## src/rtl/lsu_pkg.sv

```systemverilog
// Shared types and constants for the memory-stage load/store unit.
package lsu_pkg;

    typedef enum logic [1:0] {
        IDLE = 2'd0,
        REQ  = 2'd1,
        DONE = 2'd2
    } lsu_state_t;

    localparam logic [2:0] F3_B  = 3'b000;
    localparam logic [2:0] F3_H  = 3'b001;
    localparam logic [2:0] F3_W  = 3'b010;
    localparam logic [2:0] F3_BU = 3'b100;
    localparam logic [2:0] F3_HU = 3'b101;

endpackage

```

## src/rtl/lsu_dbus_if.sv

```systemverilog
// Data-bus req/ack channel between the LSU (master) and memory (slave).
interface lsu_dbus_if;
    logic        dbus_req;
    logic        dbus_we;
    logic [31:0] dbus_addr;
    logic [3:0]  dbus_be;
    logic [31:0] dbus_wdata;
    logic        dbus_ack;
    logic [31:0] dbus_rdata;

    modport master (
        output dbus_req, dbus_we, dbus_addr, dbus_be, dbus_wdata,
        input  dbus_ack, dbus_rdata
    );

    modport slave (
        input  dbus_req, dbus_we, dbus_addr, dbus_be, dbus_wdata,
        output dbus_ack, dbus_rdata
    );
endinterface

```

## src/rtl/lsu_align.sv

```systemverilog
// Combinational lane steering: funct3 + byte offset -> byte enables, replicated store data, misalignment.
module lsu_align
    import lsu_pkg::*;
(
    input  logic [2:0]  funct3,
    input  logic [1:0]  offset,
    input  logic [31:0] wd,
    output logic [3:0]  be,
    output logic [31:0] wdata,
    output logic        misaligned
);

    always_comb begin
        be         = 4'hF;
        wdata      = wd;
        misaligned = 1'b0;
        case (funct3)
            F3_B, F3_BU: begin
                be    = 4'b0001 << offset;
                wdata = {4{wd[7:0]}};
            end
            F3_H, F3_HU: begin
                be         = 4'b0011 << offset;
                wdata      = {2{wd[15:0]}};
                misaligned = offset[0];
            end
            default: begin
                // F3_W and any unlisted encoding are treated as a full word
                be         = 4'hF;
                misaligned = |offset;
            end
        endcase
    end

endmodule

```

## src/rtl/lsu_dbus.sv

```systemverilog
// M-stage load/store unit: stalls the pipe while a req/ack data-bus access runs.
// Optional LSU_TIMEOUT_EN aborts a request after TIMEOUT_CYC unacked REQ cycles.
module lsu_dbus
    import lsu_pkg::*;
#(
    parameter int          TIMEOUT_CYC = 255,
    parameter logic [31:0] ERR_RDATA   = 32'hDEAD_BEEF
) (
    input  logic        clk,
    input  logic        rst,
    input  logic        MemReadM,
    input  logic        MemWriteM,
    input  logic [31:0] ALUResultM,
    input  logic [31:0] WriteDataM,
    input  logic [2:0]  funct3M,
    output logic [31:0] ReadData,
    output logic        StallM,
    output logic        misalign_err,
    output logic        bus_err,
    lsu_dbus_if.master  dbus
);

    lsu_state_t  state, state_nxt;
    logic        access;
    logic [3:0]  al_be;
    logic [31:0] al_wdata;
    logic        al_mis;
    logic        stall, mis_pulse, start, finish, timed_out;
    logic [1:0]  offset_q;
    logic        load_q;

    assign access = MemReadM | MemWriteM;

    lsu_align u_align (
        .funct3     (funct3M),
        .offset     (ALUResultM[1:0]),
        .wd         (WriteDataM),
        .be         (al_be),
        .wdata      (al_wdata),
        .misaligned (al_mis)
    );

`ifdef LSU_TIMEOUT_EN
    localparam int CW = (TIMEOUT_CYC > 255) ? $clog2(TIMEOUT_CYC + 1) : 8;
    logic [CW-1:0] cnt;
`else
    logic unused_cfg;
    assign unused_cfg = ^{ERR_RDATA, TIMEOUT_CYC[0]};
`endif

    always_ff @(posedge clk or posedge rst) begin
        if (rst) state <= IDLE;
        else     state <= state_nxt;
    end

    always_comb begin
        state_nxt = state;
        stall     = 1'b0;
        mis_pulse = 1'b0;
        start     = 1'b0;
        finish    = 1'b0;
        timed_out = 1'b0;
        case (state)
            IDLE: if (access) begin
                if (al_mis) begin
                    mis_pulse = 1'b1;
                end else begin
                    stall     = 1'b1;
                    start     = 1'b1;
                    state_nxt = REQ;
                end
            end
            REQ: begin
                stall = 1'b1;
                // ack beats a simultaneous timeout
                if (dbus.dbus_ack) begin
                    finish    = 1'b1;
                    state_nxt = DONE;
                end
`ifdef LSU_TIMEOUT_EN
                else if (cnt == CW'(TIMEOUT_CYC - 1)) begin
                    timed_out = 1'b1;
                    state_nxt = DONE;
                end
`endif
            end
            // retiring instruction still shows access here; never restart from DONE
            DONE:    state_nxt = IDLE;
            default: state_nxt = IDLE;
        endcase
    end

    // reset must release the pipeline immediately even while access is held
    assign StallM       = stall & ~rst;
    assign misalign_err = mis_pulse & ~rst;

    always_ff @(posedge clk or posedge rst) begin
        if (rst) begin
            dbus.dbus_req   <= 1'b0;
            dbus.dbus_we    <= 1'b0;
            dbus.dbus_addr  <= '0;
            dbus.dbus_be    <= '0;
            dbus.dbus_wdata <= '0;
            offset_q        <= '0;
            load_q          <= 1'b0;
            ReadData        <= '0;
        end else begin
            if (start) begin
                dbus.dbus_req   <= 1'b1;
                dbus.dbus_we    <= ~MemReadM;
                dbus.dbus_addr  <= {ALUResultM[31:2], 2'b00};
                dbus.dbus_be    <= al_be;
                dbus.dbus_wdata <= al_wdata;
                offset_q        <= ALUResultM[1:0];
                load_q          <= MemReadM;
            end
            if (finish) begin
                dbus.dbus_req <= 1'b0;
                if (load_q) ReadData <= dbus.dbus_rdata >> {offset_q, 3'b000};
            end
            if (timed_out) begin
                dbus.dbus_req <= 1'b0;
                if (load_q) ReadData <= ERR_RDATA;
            end
        end
    end

`ifdef LSU_TIMEOUT_EN
    always_ff @(posedge clk or posedge rst) begin
        if (rst) begin
            cnt     <= '0;
            bus_err <= 1'b0;
        end else begin
            bus_err <= timed_out;
            if (start)
                cnt <= '0;
            else if (state == REQ && !dbus.dbus_ack)
                cnt <= cnt + 1'b1;
        end
    end
`else
    assign bus_err = 1'b0;
`endif

endmodule

```

## src/flat_wrapper.sv

```systemverilog
// flat-port wrapper written by rule: the top's interface ports become plain ports
module lsu_dbus_flat import lsu_pkg::*;
#(
    parameter int          TIMEOUT_CYC = 255,
    parameter logic [31:0] ERR_RDATA   = 32'hDEAD_BEEF
)
  (clk, rst, MemReadM, MemWriteM, ALUResultM, WriteDataM, funct3M, ReadData, StallM, misalign_err, bus_err, dbus_dbus_req, dbus_dbus_we, dbus_dbus_addr, dbus_dbus_be, dbus_dbus_wdata, dbus_dbus_ack, dbus_dbus_rdata);
  lsu_dbus_if dbus_i ();
  input  logic clk;
  input  logic rst;
  input  logic MemReadM;
  input  logic MemWriteM;
  input  logic [31:0] ALUResultM;
  input  logic [31:0] WriteDataM;
  input  logic [2:0] funct3M;
  output logic [31:0] ReadData;
  output logic StallM;
  output logic misalign_err;
  output logic bus_err;
  output wire logic [$bits(dbus_i.dbus_req)-1:0] dbus_dbus_req;
  output wire logic [$bits(dbus_i.dbus_we)-1:0] dbus_dbus_we;
  output wire logic [$bits(dbus_i.dbus_addr)-1:0] dbus_dbus_addr;
  output wire logic [$bits(dbus_i.dbus_be)-1:0] dbus_dbus_be;
  output wire logic [$bits(dbus_i.dbus_wdata)-1:0] dbus_dbus_wdata;
  input wire logic [$bits(dbus_i.dbus_ack)-1:0] dbus_dbus_ack;
  input wire logic [$bits(dbus_i.dbus_rdata)-1:0] dbus_dbus_rdata;
  assign dbus_dbus_req = dbus_i.dbus_req;
  assign dbus_dbus_we = dbus_i.dbus_we;
  assign dbus_dbus_addr = dbus_i.dbus_addr;
  assign dbus_dbus_be = dbus_i.dbus_be;
  assign dbus_dbus_wdata = dbus_i.dbus_wdata;
  assign dbus_i.dbus_ack = dbus_dbus_ack;
  assign dbus_i.dbus_rdata = dbus_dbus_rdata;
  lsu_dbus #(.TIMEOUT_CYC(TIMEOUT_CYC), .ERR_RDATA(ERR_RDATA)) u_core (.clk(clk), .rst(rst), .MemReadM(MemReadM), .MemWriteM(MemWriteM), .ALUResultM(ALUResultM), .WriteDataM(WriteDataM), .funct3M(funct3M), .ReadData(ReadData), .StallM(StallM), .misalign_err(misalign_err), .bus_err(bus_err), .dbus(dbus_i));
endmodule
```

## config.mk

```make
export PLATFORM = sky130hd
export DESIGN_NAME = lsu_dbus_flat
export DESIGN_NICKNAME = d
export VERILOG_FILES = /design/src/rtl/lsu_pkg.sv /design/src/rtl/lsu_dbus_if.sv /design/src/rtl/lsu_align.sv /design/src/rtl/lsu_dbus.sv /design/src/flat_wrapper.sv
export SDC_FILE = /design/constraint.sdc
export NUM_CORES = 1
export LEC_CHECK = 0
export ABC_AREA = 1
export CELL_PAD_IN_SITES_DETAIL_PLACEMENT = 1
export CELL_PAD_IN_SITES_GLOBAL_PLACEMENT = 2
export CORE_MARGIN = 2
export CORE_UTILIZATION = 20
export DETAILED_ROUTE_END_ITERATION = 12
export PLACE_DENSITY_LB_ADDON = 0.05
export SYNTH_ARGS = -nofsm -noshare
export SYNTH_HDL_FRONTEND = slang
export SYNTH_SLANG_ARGS = --single-unit
```

## constraint.sdc

```tcl
create_clock -name clk -period 3.6 [get_ports clk]
set_input_delay 0.72 -clock clk [delete_from_list [all_inputs] [get_ports clk]]
set_output_delay 0.72 -clock clk [all_outputs]
set_load 0.01 [all_outputs]
```

# Word-level counts from Yosys, hierarchy flattened
# Cells that the tools add are included.
[classes] n_lt_le_gt_ge=0 multipliers=0 bitwise=5 reduce_logical=8 addsub=0 n_mux=18 div_mod_pow=0 n_eq_ne=7 shift=3
[op_table] op="$pmux 32 s2" n=1
[op_table] op="$shr 32x5->32" n=1
[op_table] op="$mux 1" n=10
[op_table] op="$pmux 4 s2" n=1
[op_table] op="$eq 3x3->1 const B" n=2
[op_table] op="$mux 2" n=3
[op_table] op="$reduce_or 2->1" n=3
[op_table] op="$ne 2x2->1 const B" n=2
[op_table] op="$pmux 1 s2" n=2
[op_table] op="$pmux 2 s2" n=1
[op_table] op="$shl 1x2->4 const A" n=1
[op_table] op="$shl 2x2->4 const A" n=1
[op_table] op="$eq 3x1->1 const B" n=1
[op_table] op="$logic_not 3->1" n=1
[op_table] op="$reduce_and 3->1" n=1
[op_table] op="$and 1x1->1" n=2
[op_table] op="$eq 2x1->1 const B" n=1
[op_table] op="$logic_not 2->1" n=1
[op_table] op="$ne 2x1->1 const B" n=1
[op_table] op="$not 1->1" n=2
[op_table] op="$reduce_and 2->1" n=1
[op_table] op="$reduce_bool 2->1" n=1
[op_table] op="$or 1x1->1" n=1
[totals] ramBits=0 latchBits=0 reg_bits=105 elab_cells=50 mem_count=0 mem_bits_ro=0

# Depth between registers and ports, before layout
# Gate-level depths: netlist (run 1).
[depth] ltp_word=8 ltp_mapped=9

# By module
# From an unflattened synthesis (run 1), not the netlist that was laid out.
[unflattened] cells_unflattened=675 area_unflattened_um2=5191.2
[modules_own_cells] module="lsu_dbus" cells_per_inst=572 area_each_um2=4673.2 n_inst=1
[modules_own_cells] module="lsu_align" cells_per_inst=103 area_each_um2=518.0 n_inst=1

# Least setup slack after synthesis (run 1)
# No wires, ideal clock.
[synth_timing] path_kind="input-to-output" from="input port funct3M[1]" to="output port StallM" t_arrival_ns=1.514 n_path_buf=2 path_slack_ns=1.366 stages=6 required_time_ns=2.880 path_cell_list="buf_4 inv_2 nand3_2 nand3_2 buf_2 a21oi_1"
[synth_between] elab_chain_cells=7
[synth_rtl] item="start, declared" line_no="flat_wrapper.sv:15" rtl="input logic [2:0] funct3M;"
[synth_rtl] item="$eq 3x1->1, or another cell as far along" line_no="lsu_align.sv:17" rtl="case (funct3)"
[synth_rtl] item="$reduce_or 2->1" line_no="lsu_align.sv:17"
[synth_rtl] item="$pmux 1 s2 *" line_no="lsu_align.sv:17"
[synth_rtl] item="$mux 1 *" line_no="lsu_dbus.sv:65" rtl="if (al_mis) begin"
[synth_rtl] item="$mux 1 *" line_no="lsu_dbus.sv:64" rtl="IDLE: if (access) begin"
[synth_rtl] item="$pmux 1 s2 *" line_no="lsu_dbus.sv:63" rtl="case (state)"
[synth_rtl] item="$and 1x1->1 *" line_no="lsu_dbus.sv:94" rtl="assign StallM = stall & ~rst;"
[synth_rtl] item="end, declared" line_no="flat_wrapper.sv:17" rtl="output logic StallM;"
# Every way passes the cells marked *; elsewhere a longest branch is shown, timed or not.

# Final worst setup path (run 1)
[layout_timing] from="input port MemReadM" to="output port StallM"
[layout_between] elab_chain_cells=4
[layout_rtl] item="start, declared" line_no="flat_wrapper.sv:11" rtl="input logic MemReadM;"
[layout_rtl] item="$or 1x1->1" line_no="lsu_dbus.sv:32" rtl="assign access = MemReadM | MemWriteM;"
[layout_rtl] item="$mux 1" line_no="lsu_dbus.sv:64"
[layout_rtl] item="$pmux 1 s2" line_no="lsu_dbus.sv:63"
[layout_rtl] item="$and 1x1->1" line_no="lsu_dbus.sv:94"
# No other way between the ends.

==> run metrics, run 1 <==
status=finished, final reports clean; Clk pin slew, worst setup/hold paths=0.08 ns; FF-to-FF End=u_core.ReadData[10]; Final Hold Fails=0; Worst Path Required=2.88 ns; Slowest cell on crit path=clkdlybuf4s50_1; setup_tns=0 ns; WL final=18.5 mm; Die ar.=0.0258 mm2; cell area after synthesis=0.00490 mm2; worst hold path endpoint=u_core.dbus.dbus_addr[12]; Initial DRT Pass Iterations=5; Inserted Clock Buffers=9; Avg Inst Size Synth=7.44 um2; Congestion Overflow GR=0; Crit Path Max Fanout=4; R2R depth=5; num rows=57; Clock Skew=0.00979 ns; crit path cell chain=clkdlybuf4s50_1 > nor2_1 > nor2_2 > nand3_2 > a21oi_1 > clkdlybuf4s50_1; DR iter-0 viols=230; postcts setup bufs=0; Starting Density=20.3%; Synth Area in Compound Gates=3.70%; Clock Sinks=105; ANT nets after route=0; Simple-Gate Fraction of Synth Area=36.7%; period utilization=84.5%; die height=160 um; area grow syn2layout=54.3%; Post-Place Setup Slack=0.532 ns; register bit total from synthesis=105; Sequential Power Share=35.6%; Via Count=4835; Netlist cell types=20; Net Sw Frac=37.3%; CP startpoint kind=primary input; Post-Synth Adder-Cell Area=0%; CP dominant cell by count=clkdlybuf4s50_1; Clock Tree Root=clkbuf_16; first-pass GRT wire length=29.5 mm; Final HPWL DP=13.1 mm; largest family of logic cells by synthesized area=simple AND/OR/NAND/NOR gates; Ant. Diodes=0; NetSw=0.00208 W; commonest non-fill, non-tap cell in the layout=nand2_1; Worst Min Path Start=u_core.dbus.dbus_addr[12]; unrepaired setup endpoints after global routing=false; WHS Path Cells=2; GPL Wtd Cong=0.731; Critical Path End Type=output pin; Clock Latency Late Sink=0.36 ns; maxcap violations=0; cell area power density=737 mW/mm2; Worst Hold Class=flip-flop to flip-flop; post-DR vias/cell=4.11; Nets=952; crit path kind=primary input to output pin; most frequent cells in the layout=394 x nand2_1, 204 x clkdlybuf4s50_1, 105 x dfrtp_1; Combinational Power Share=45.5%; Worst slew margin=44.4%; vias in the first global route=5337; peak supply drop=0.000214 V; internal power=0.00350 W; maximum clock path buffer count=2; Core Area=0.0242 mm2; yosys synthesis warning count=0; final worst slack=0.557 ns; Reg2Reg Setup Slack=1.88 ns; Final min period=3.04 ns; Resized Gates After CTS=0; sequential area share after synthesis=53.7%; # setup viols final=0; maximum clock rate=329 MHz; layout cells sized above 1=4.45%; mux share of post-synthesis cell area=0%; Clk pwr share=18.9%; IO Pins=209; TritonCTS clock tree=yes; arrival time at the worst endpoint=2.32 ns; worst flop-to-flop path startpoint=u_core.offset_q[1]; initial antenna violation count=0; P_leak=3.70 nW; Slew @ Worst Pin=0.834 ns; die width=160 um; post-synthesis cell count=658; Slew Limit Fails=0; post-DR wirelength/cell=15.7 um; pin count of the biggest net entering global routing=73; max incr delay on CP=0.57 ns; Post-CTS Hold Buffers=0; H-Tree Depth=3; Remaining DRCs=0; GR Util All Layers=14.6%; port buffer count=204; XOR/XNOR Fraction of Synth Area=0%
[flip-flops by register name (all words and copies together) (netlist names)]
signal,count
u_core.dbus.dbus_wdata,32
u_core.dbus.dbus_req,1
u_core.offset_q,2
u_core.state,2
u_core.dbus.dbus_be,4
u_core.dbus.dbus_we,1
u_core.dbus.dbus_addr,30
u_core.ReadData,32
u_core.load_q,1
[worst max-delay path by stage]
| stage | start | end | slack [ns] |
|---|---|---|---|
| floorplan | rst | u_core.ReadData[0] | 0.12 |
| global placement | MemReadM | StallM | 0.53 |
| detailed placement | MemReadM | StallM | 0.53 |
| CTS | MemReadM | StallM | 0.53 |
| global route | ALUResultM[0] | misalign_err | 0.45 |
| finish | MemReadM | StallM | 0.56 |
[synthesized netlist by cell type, drive strengths merged]
cell    instances  area share (%)
o211ai          7             1.1
a21oi           4            0.41
inv            21             1.6
clkinv          1           0.077
nand2         394              30
conb            1           0.077
nand3          44             4.7
o21ai          21             2.2
clkbuf         11            0.84
buf            28             3.3
nor2           21             1.8
dfrtp         105              54
[critical path, delay by kind of cell]
family	cells	cell delay, ns
simple gates	3	0.38
buf+inv	2	1.08
compound gates	1	0.13
[area by class of cell]
type                            count  area, um2
Fill cell                        2883      16600
Clock buffer                        9        225
Timing Repair Buffer              216       2140
Inverter                           22       85.1
Clock inverter                      7       77.6
Sequential cell                   105       2630
Tap cell                          324        405
Multi-Input combinational cell    494       1990
[logic make-up (layout without fill, tap and decap cells)]
group | count (synthesis) | in the layout
compound gates | 32 | 32
flops | 105 | 105
other cells | 1 | 3
simple gates | 459 | 459
buf+inv | 61 | 254
[power by group through the flow]
stage / logic [W] / clock network [W] / registers, W
after global placement: 0.00257 / 0 / 0.00199
after CTS: 0.00261 / 0.00110 / 0.00199
after detailed placement: 0.00259 / 0 / 0.00201
after floorplan: 0.000900 / 0 / 0.00220
after global routing: 0.00281 / 0.00115 / 0.00206
final: 0.00253 / 0.00106 / 0.00198
[layer usage]
layer | track usage (%) | wire (um)
met5 | 0 | 0
met4 | 4.83 | 350
met3 | 4.13 | 1210
met2 | 24.6 | 8840
met1 | 18.0 | 8110
[stage by stage]
step           instance area, um2  std cells  hold slack (ns)  util, %  power, W
3_5_place_dp                 7260       1161            0.466     30.0   0.00460
2_1_floorplan                4900        660            0.449        -   0.00310
3_3_place_gp                 7260       1161            0.460     30.0   0.00456
6_report                     7560       1177            0.480     31.3   0.00557
5_1_grt                      7560       1177            0.503     31.3   0.00602
4_1_cts                      7560       1177            0.488     31.3   0.00571
Note: power is estimated with default switching activity, not from simulation.
==> run 2, diff against run 1 <==
==> constraint.sdc (replaced) <==
create_clock -name clk -period 2.7 [get_ports clk]
set_input_delay 0.54 -clock clk [delete_from_list [all_inputs] [get_ports clk]]
set_output_delay 0.54 -clock clk [all_outputs]
set_load 0.01 [all_outputs]
==> run 2 against run 1 <==
  * Sequential power up 32%
  * Combinational power is 35% higher
  * Clock-buffer cell count did not move
  * Core utilization increased by 0.35 points
  * Via count increased by 1.3%
  * Non-clock buffer count rose by 7
  * Global-route usage fell by 0.086 points
  * Critical path type unchanged
  * Largest power group unchanged
  * Highest routed layer unchanged
==> run metrics, run 2 (synthesized netlist as in run 1, its figures left out) <==
GPL Wtd Cong=0.735 (+0.60%); Slew Limit Fails=0 (unchanged); Sequential Power Share=35.6% (about the same); initial antenna violation count=0 (unchanged); final worst slack=0.459 ns (-0.0984 ns); Final min period=2.24 ns; Remaining DRCs=0 (unchanged); Initial DRT Pass Iterations=4 (-1); Worst Hold Class=flip-flop to flip-flop; post-DR wirelength/cell=15.5 um (-1.1%); period utilization=83.0%; TritonCTS clock tree=yes; GR Util All Layers=14.5% (-0.086 points); commonest non-fill, non-tap cell in the layout=nand2_1; ANT nets after route=0 (unchanged); Clock Skew=0.00846 ns (-0.00133 ns); Final HPWL DP=13.2 mm (+0.74%); vias in the first global route=5259 (-1.5%); Nets=959 (+0.74%); maximum clock path buffer count=2 (unchanged); arrival time at the worst endpoint=1.70 ns (-0.62 ns); internal power=0.00460 W (+32%); post-DR vias/cell=4.14 (+0.72%); H-Tree Depth=3 (unchanged); Via Count=4899 (+1.3%); crit path kind=primary input to output pin; Clock Tree Root=clkbuf_16; DR iter-0 viols=219 (-4.8%); Inserted Clock Buffers=9 (unchanged); Post-CTS Hold Buffers=0 (unchanged); Starting Density=20.3% (unchanged); Core Area=0.0242 mm2 (unchanged); Worst Path Required=2.16 ns (-0.72 ns); status=finished, final reports clean; post-layout util=31.6% (+0.35 points); most frequent cells in the layout=393 x nand2_1, 201 x clkdlybuf4s50_1, 105 x dfrtp_1; Worst slew margin=44.5% (+0.11 points); die width=160 um (unchanged); maximum clock rate=446 MHz; IO Pins=209 (unchanged); # setup viols final=0 (unchanged); Critical Path End Type=output pin; Net Sw Frac=37.6% (+0.31 points); area grow syn2layout=56.1%; crit path cell chain=clkdlybuf4s50_1 > nor2_1 > nor2_2 > nand3_2 > a21oi_1 > dlymetal6s2s_1; unrepaired setup endpoints after global routing=false; CP startpoint kind=primary input; NetSw=0.00277 W (+33%); pin count of the biggest net entering global routing=73 (unchanged); Final Hold Fails=0 (unchanged); num rows=57 (unchanged); setup_tns=0 ns (unchanged); WL final=18.4 mm (-0.53%); peak supply drop=0.000267 V (+25%); Die ar.=0.0258 mm2 (unchanged); Clock Sinks=105 (unchanged); P_leak=3.77 nW (+2.1%); Slew @ Worst Pin=0.828 ns (-0.00684 ns); Clk pin slew, worst setup/hold paths=0.08 ns (about the same); layout cells sized above 1=5.35% (+0.89 points); worst flop-to-flop path startpoint=u_core.offset_q[0]; first-pass GRT wire length=29.2 mm (-0.91%); Ant. Diodes=0 (unchanged); final hold slack=0.479 ns (-0.000957 ns); Clk pwr share=18.1% (-0.8 points); CP startpoint=MemReadM; die height=160 um (unchanged); Slowest cell on crit path=clkdlybuf4s50_1; Post-Place Setup Slack=0.0229 ns (-0.509 ns); Clock Latency Late Sink=0.36 ns (about the same); cell area power density=964 mW/mm2 (+31%); Crit Path Max Fanout=3 (-1); max incr delay on CP=0.48 ns (-0.09 ns); Regs by FF count=u_core.ReadData x32, u_core.dbus.dbus_wdata x32, u_core.dbus.dbus_addr x30; port buffer count=204 (unchanged); Combinational Power Share=46.3% (+0.8 points); Congestion Overflow GR=0 (unchanged); maxcap violations=0 (unchanged); Worst Min Path Start=u_core.dbus.dbus_wdata[19]
==> run 2: worst paths after layout <==
kind,endpoint,slack (ns),depth (start not counted)
min,u_core.dbus.dbus_wdata[19],0.48,2
min reg2reg,u_core.dbus.dbus_wdata[19],0.48,2
max reg2reg,u_core.ReadData[1],0.96,5
max in group asynchronous,u_core.ReadData[13],1.58,3
max,StallM,0.46,6
min in group asynchronous,u_core.dbus.dbus_we,0.57,2
==> run 2: critical path, delay by kind of cell <==
family,cells,cell delay [ns]
compound gates,1,0.13
simple gates,3,0.36
buf+inv,2,0.67
==> run 2: area by class of cell <==
type	instances	area [um2]
inverters	22	86.3
clock inverters	7	61.3
multi-input cells	494	2000
clock buffers	9	225
well taps	324	405
repair buffers	223	2240
fillers	2866	16500
flip-flops and latches	105	2630
==> run 2: metal layers <==
metal  global-route usage, %  up-vias  share of wire, %
li1                        -     2414                 -
met3                    3.87       12               5.7
met5                       0        -                 0
met1                    18.0     2359                44
met4                    4.42        0               1.3
met2                    24.7      114                49
==> run 2: what timing repair did <==
item	in CTS	in global routing
gates resized for setup	0	4
setup buffers	0	0
hold endpoints to repair	0	0
setup endpoints to repair	0	2
==> run 2: power by group through the flow <==
stage	Combinational (W)	Sequential, W	Clock, W
2_1_floorplan	0.00120	0.00293	0
3_3_place_gp	0.00347	0.00263	0
3_5_place_dp	0.00350	0.00266	0
4_1_cts	0.00352	0.00264	0.00141
5_1_grt	0.00378	0.00273	0.00146
6_report	0.00341	0.00262	0.00133
==> run 2: metrics by stage <==
step	power, W	cell area [um2]	instances
after floorplan	0.00413	4910	660
after CTS	0.00757	7630	1184
final	0.00737	7640	1184
after detailed placement	0.00616	7350	1168
after global routing	0.00797	7640	1184
after global placement	0.00610	7350	1168
==> run 3, diff against run 2 <==
--- a/config.mk
+++ b/config.mk
@@ -9,7 +9,7 @@
 export CELL_PAD_IN_SITES_DETAIL_PLACEMENT = 1
 export CELL_PAD_IN_SITES_GLOBAL_PLACEMENT = 2
 export CORE_MARGIN = 2
-export CORE_UTILIZATION = 20
+export CORE_UTILIZATION = 22
 export DETAILED_ROUTE_END_ITERATION = 12
 export PLACE_DENSITY_LB_ADDON = 0.05
 export SYNTH_ARGS = -nofsm -noshare
==> constraint.sdc (replaced) <==
create_clock -name clk -period 2.28 [get_ports clk]
set_input_delay 0.456 -clock clk [delete_from_list [all_inputs] [get_ports clk]]
set_output_delay 0.456 -clock clk [all_outputs]
set_load 0.01 [all_outputs]
==> run 3 against run 2 <==
  * Clock skew increased by 0.0037 ns
  * Largest cell class unchanged
  * Final cell count shrank 3.6%
  * Register-to-register slack lost 0.32 ns
  * Via count barely moved
  * Sequential share of layout area is 0.23 points higher
  * Worst setup slack got worse by 0.33 ns
  * Sequential power up 19%
  * Combinational power rose by 18%
  * Critical path depth did not move
  * Die area shrank 8.9%
  * Total power grew 19%
  * Largest power group unchanged
  * Critical path type unchanged
==> run metrics, run 3 (synthesized netlist as in run 1, its figures left out) <==
status=finished, final reports clean; Critical Path End Type=output pin; ANT nets after route=0 (unchanged); crit path kind=primary input to output pin; Slew @ Worst Pin=0.809 ns (-0.0181 ns); Fillers=2648 (-7.6%); Nets=959 (unchanged); # setup viols final=0 (unchanged); commonest non-fill, non-tap cell in the layout=nand2_1; vias in the first global route=5296 (+0.70%); arrival time at the worst endpoint=1.69 ns (about the same); layout cells sized above 1=5.23% (-0.12 points); Worst Path Required=1.82 ns (-0.34 ns); peak supply drop=0.000345 V (+29%); Sequential Power Share=35.6% (about the same); IO Pins=209 (unchanged); DR iter-0 viols=118 (-46%); Post-CTS Hold Buffers=0 (unchanged); Clock Tree Root=clkbuf_16; max incr delay on CP=0.48 ns (about the same); TritonCTS clock tree=yes; Clock Sinks=105 (unchanged); postcts setup bufs=0 (unchanged); Clock Skew=0.0122 ns (+0.00374 ns); Core Area=0.0218 mm2 (-9.7%); WL final=18.1 mm (-1.5%); initial antenna violation count=3 (+3); Top Family by Delay on Critical Path=buffers and inverters; crit path cell chain=clkdlybuf4s50_1 > nor2_1 > nor2_2 > nand3_2 > a21oi_1 > dlygate4sd2_1; Worst Hold Class=flip-flop to flip-flop; Bufs and invs on worst path=2 (unchanged); Via Count=4898 (-0.020%); Slowest cell on crit path=clkdlybuf4s50_1; num rows=54 (-5.3%); Congestion Overflow GR=0 (unchanged); Starting Density=22.4% (+2.2 points); area of the multi-input gates=0.00199 mm2 (-0.13%); Inserted Clock Buffers=9 (unchanged); post-DR wirelength/cell=15.9 um (+2.2%); Crit Path Max Fanout=3 (unchanged); Regs by FF count=u_core.ReadData x32, u_core.dbus.dbus_wdata x32, u_core.dbus.dbus_addr x30; Overall Power=0.00879 W (+19%); unrepaired setup endpoints after global routing=false; Final HPWL DP=13.0 mm (-1.2%); Net Sw Frac=37.8% (+0.21 points); Remaining DRCs=0 (unchanged); area grow syn2layout=55.0%; port buffer count=204 (unchanged); period utilization=94.2%; Clock Latency Late Sink=0.36 ns (about the same); maximum clock path buffer count=2 (unchanged); Slew Limit Fails=0 (unchanged); pin count of the biggest net entering global routing=73 (unchanged); die width=153 um (-4.5%); Clk pwr share=18.5% (+0.4 points); most frequent cells in the layout=394 x nand2_1, 201 x clkdlybuf4s50_1, 105 x dfrtp_1; maxcap violations=0 (unchanged); placed inst area=0.00728 mm2 (-0.92%); H-Tree Depth=3 (unchanged); Final Hold Fails=0 (unchanged); Final min period=2.15 ns; Die ar.=0.0235 mm2 (-8.9%); register area=0.00263 mm2 (unchanged); die height=153 um (-4.5%); Combinational Power Share=45.9% (-0.4 points); P_leak=3.75 nW (-0.58%); cell area power density=1160 mW/mm2 (+20%); Clk pin slew, worst setup/hold paths=0.08 ns (about the same); GPL Wtd Cong=0.746 (+1.4%); GR Util All Layers=15.6% (+1.1 points); maximum clock rate=466 MHz; first-pass GRT wire length=28.9 mm (-1.1%); Initial DRT Pass Iterations=4 (unchanged); Worst slew margin=46.0% (+1.5 points); internal power=0.00547 W (+19%); final instance area=0.00759 mm2 (-0.67%); CP startpoint kind=primary input; NetSw=0.00332 W (+20%); post-DR vias/cell=4.29 (+3.7%)
## run 3: changes by cell type in the layout (fill, tap and decap cells not counted), sizes merged
| cell | previous run | this run |
|---|---|---|
| dlymetal6s2s | 3 | 1 |
| inv | 24 | 23 |
| dlygate4sd2 | 0 | 2 |
| diode | 0 | 1 |
| clkinv | 3 | 4 |
## run 3: power groups by stage
| stage | combinational (W) | sequential [W] | clock [W] |
|---|---|---|---|
| 2_1_floorplan | 0.00142 | 0.00347 | 0 |
| 3_3_place_gp | 0.00407 | 0.00313 | 0 |
| 3_5_place_dp | 0.00412 | 0.00317 | 0 |
| 4_1_cts | 0.00414 | 0.00315 | 0.00170 |
| 5_1_grt | 0.00444 | 0.00325 | 0.00178 |
| 6_report | 0.00403 | 0.00313 | 0.00163 |
## run 3: final timing paths
| check | from | slack (ns) | endpoint | depth (start not counted) |
|---|---|---|---|---|
| worst max-delay path | MemReadM | 0.13 | StallM | 6 |
| worst min-delay path | u_core.dbus.dbus_be[0] | 0.48 | u_core.dbus.dbus_be[0] | 2 |
| worst max register to register | u_core.state[0] | 0.64 | u_core.dbus.dbus_wdata[13] | 7 |
| worst min register to register | u_core.dbus.dbus_be[0] | 0.48 | u_core.dbus.dbus_be[0] | 2 |
| max in group asynchronous | rst | 1.15 | u_core.dbus.dbus_wdata[18] | 4 |
| min in group asynchronous | rst | 0.57 | u_core.dbus.dbus_addr[4] | 3 |
## run 3: what timing repair did
item | 4_1_cts | 5_1_grt
gates resized for setup | 2 | 1
setup endpoints to repair | 2 | 1
gates cloned | 0 | 0
## run 3: metal layers
layer | share of wire, % | vias to the layer above | GRT usage, %
li1 | - | 2407 | -
met1 | 41 | 2354 | 18.5
met2 | 50 | 122 | 27.0
met3 | 7.3 | 15 | 5.64
met4 | 1.2 | 0 | 3.70
met5 | 0 | - | 0
## run 3: area by class of cell
type	count	share of cell area, %
timing repair buffer	223	29.3
inverter	22	1.14
sequential	105	34.6
multi-input combinational	494	26.3
clock buffer	9	2.97
clock inverter	7	1.12
antenna	1	0.0330
tap	280	4.61
## run 3: worst register-to-register path: stages (launching register included)
cell and delay [ns]:
dfrtp_1 0.38, inv_1 0.05, nand2_1 0.08, nor2_2 0.06, nand3_2 0.07, buf_4 0.62
nand2_1 0.18, nand2_1 0.12
## run 3: metrics by stage
stage          hold WS (ns)  util [%]  TNS (ns)  worst slack, ns  instances
2_1_floorplan         0.449         -         0            0.564        660
3_3_place_gp          0.458      33.4    -0.353           -0.195       1124
3_5_place_dp          0.466      33.4    -0.394           -0.204       1124
4_1_cts               0.488      34.8         0           0.0670       1140
5_1_grt               0.507      34.8         0           0.0283       1140
6_report              0.481      34.8         0            0.132       1141
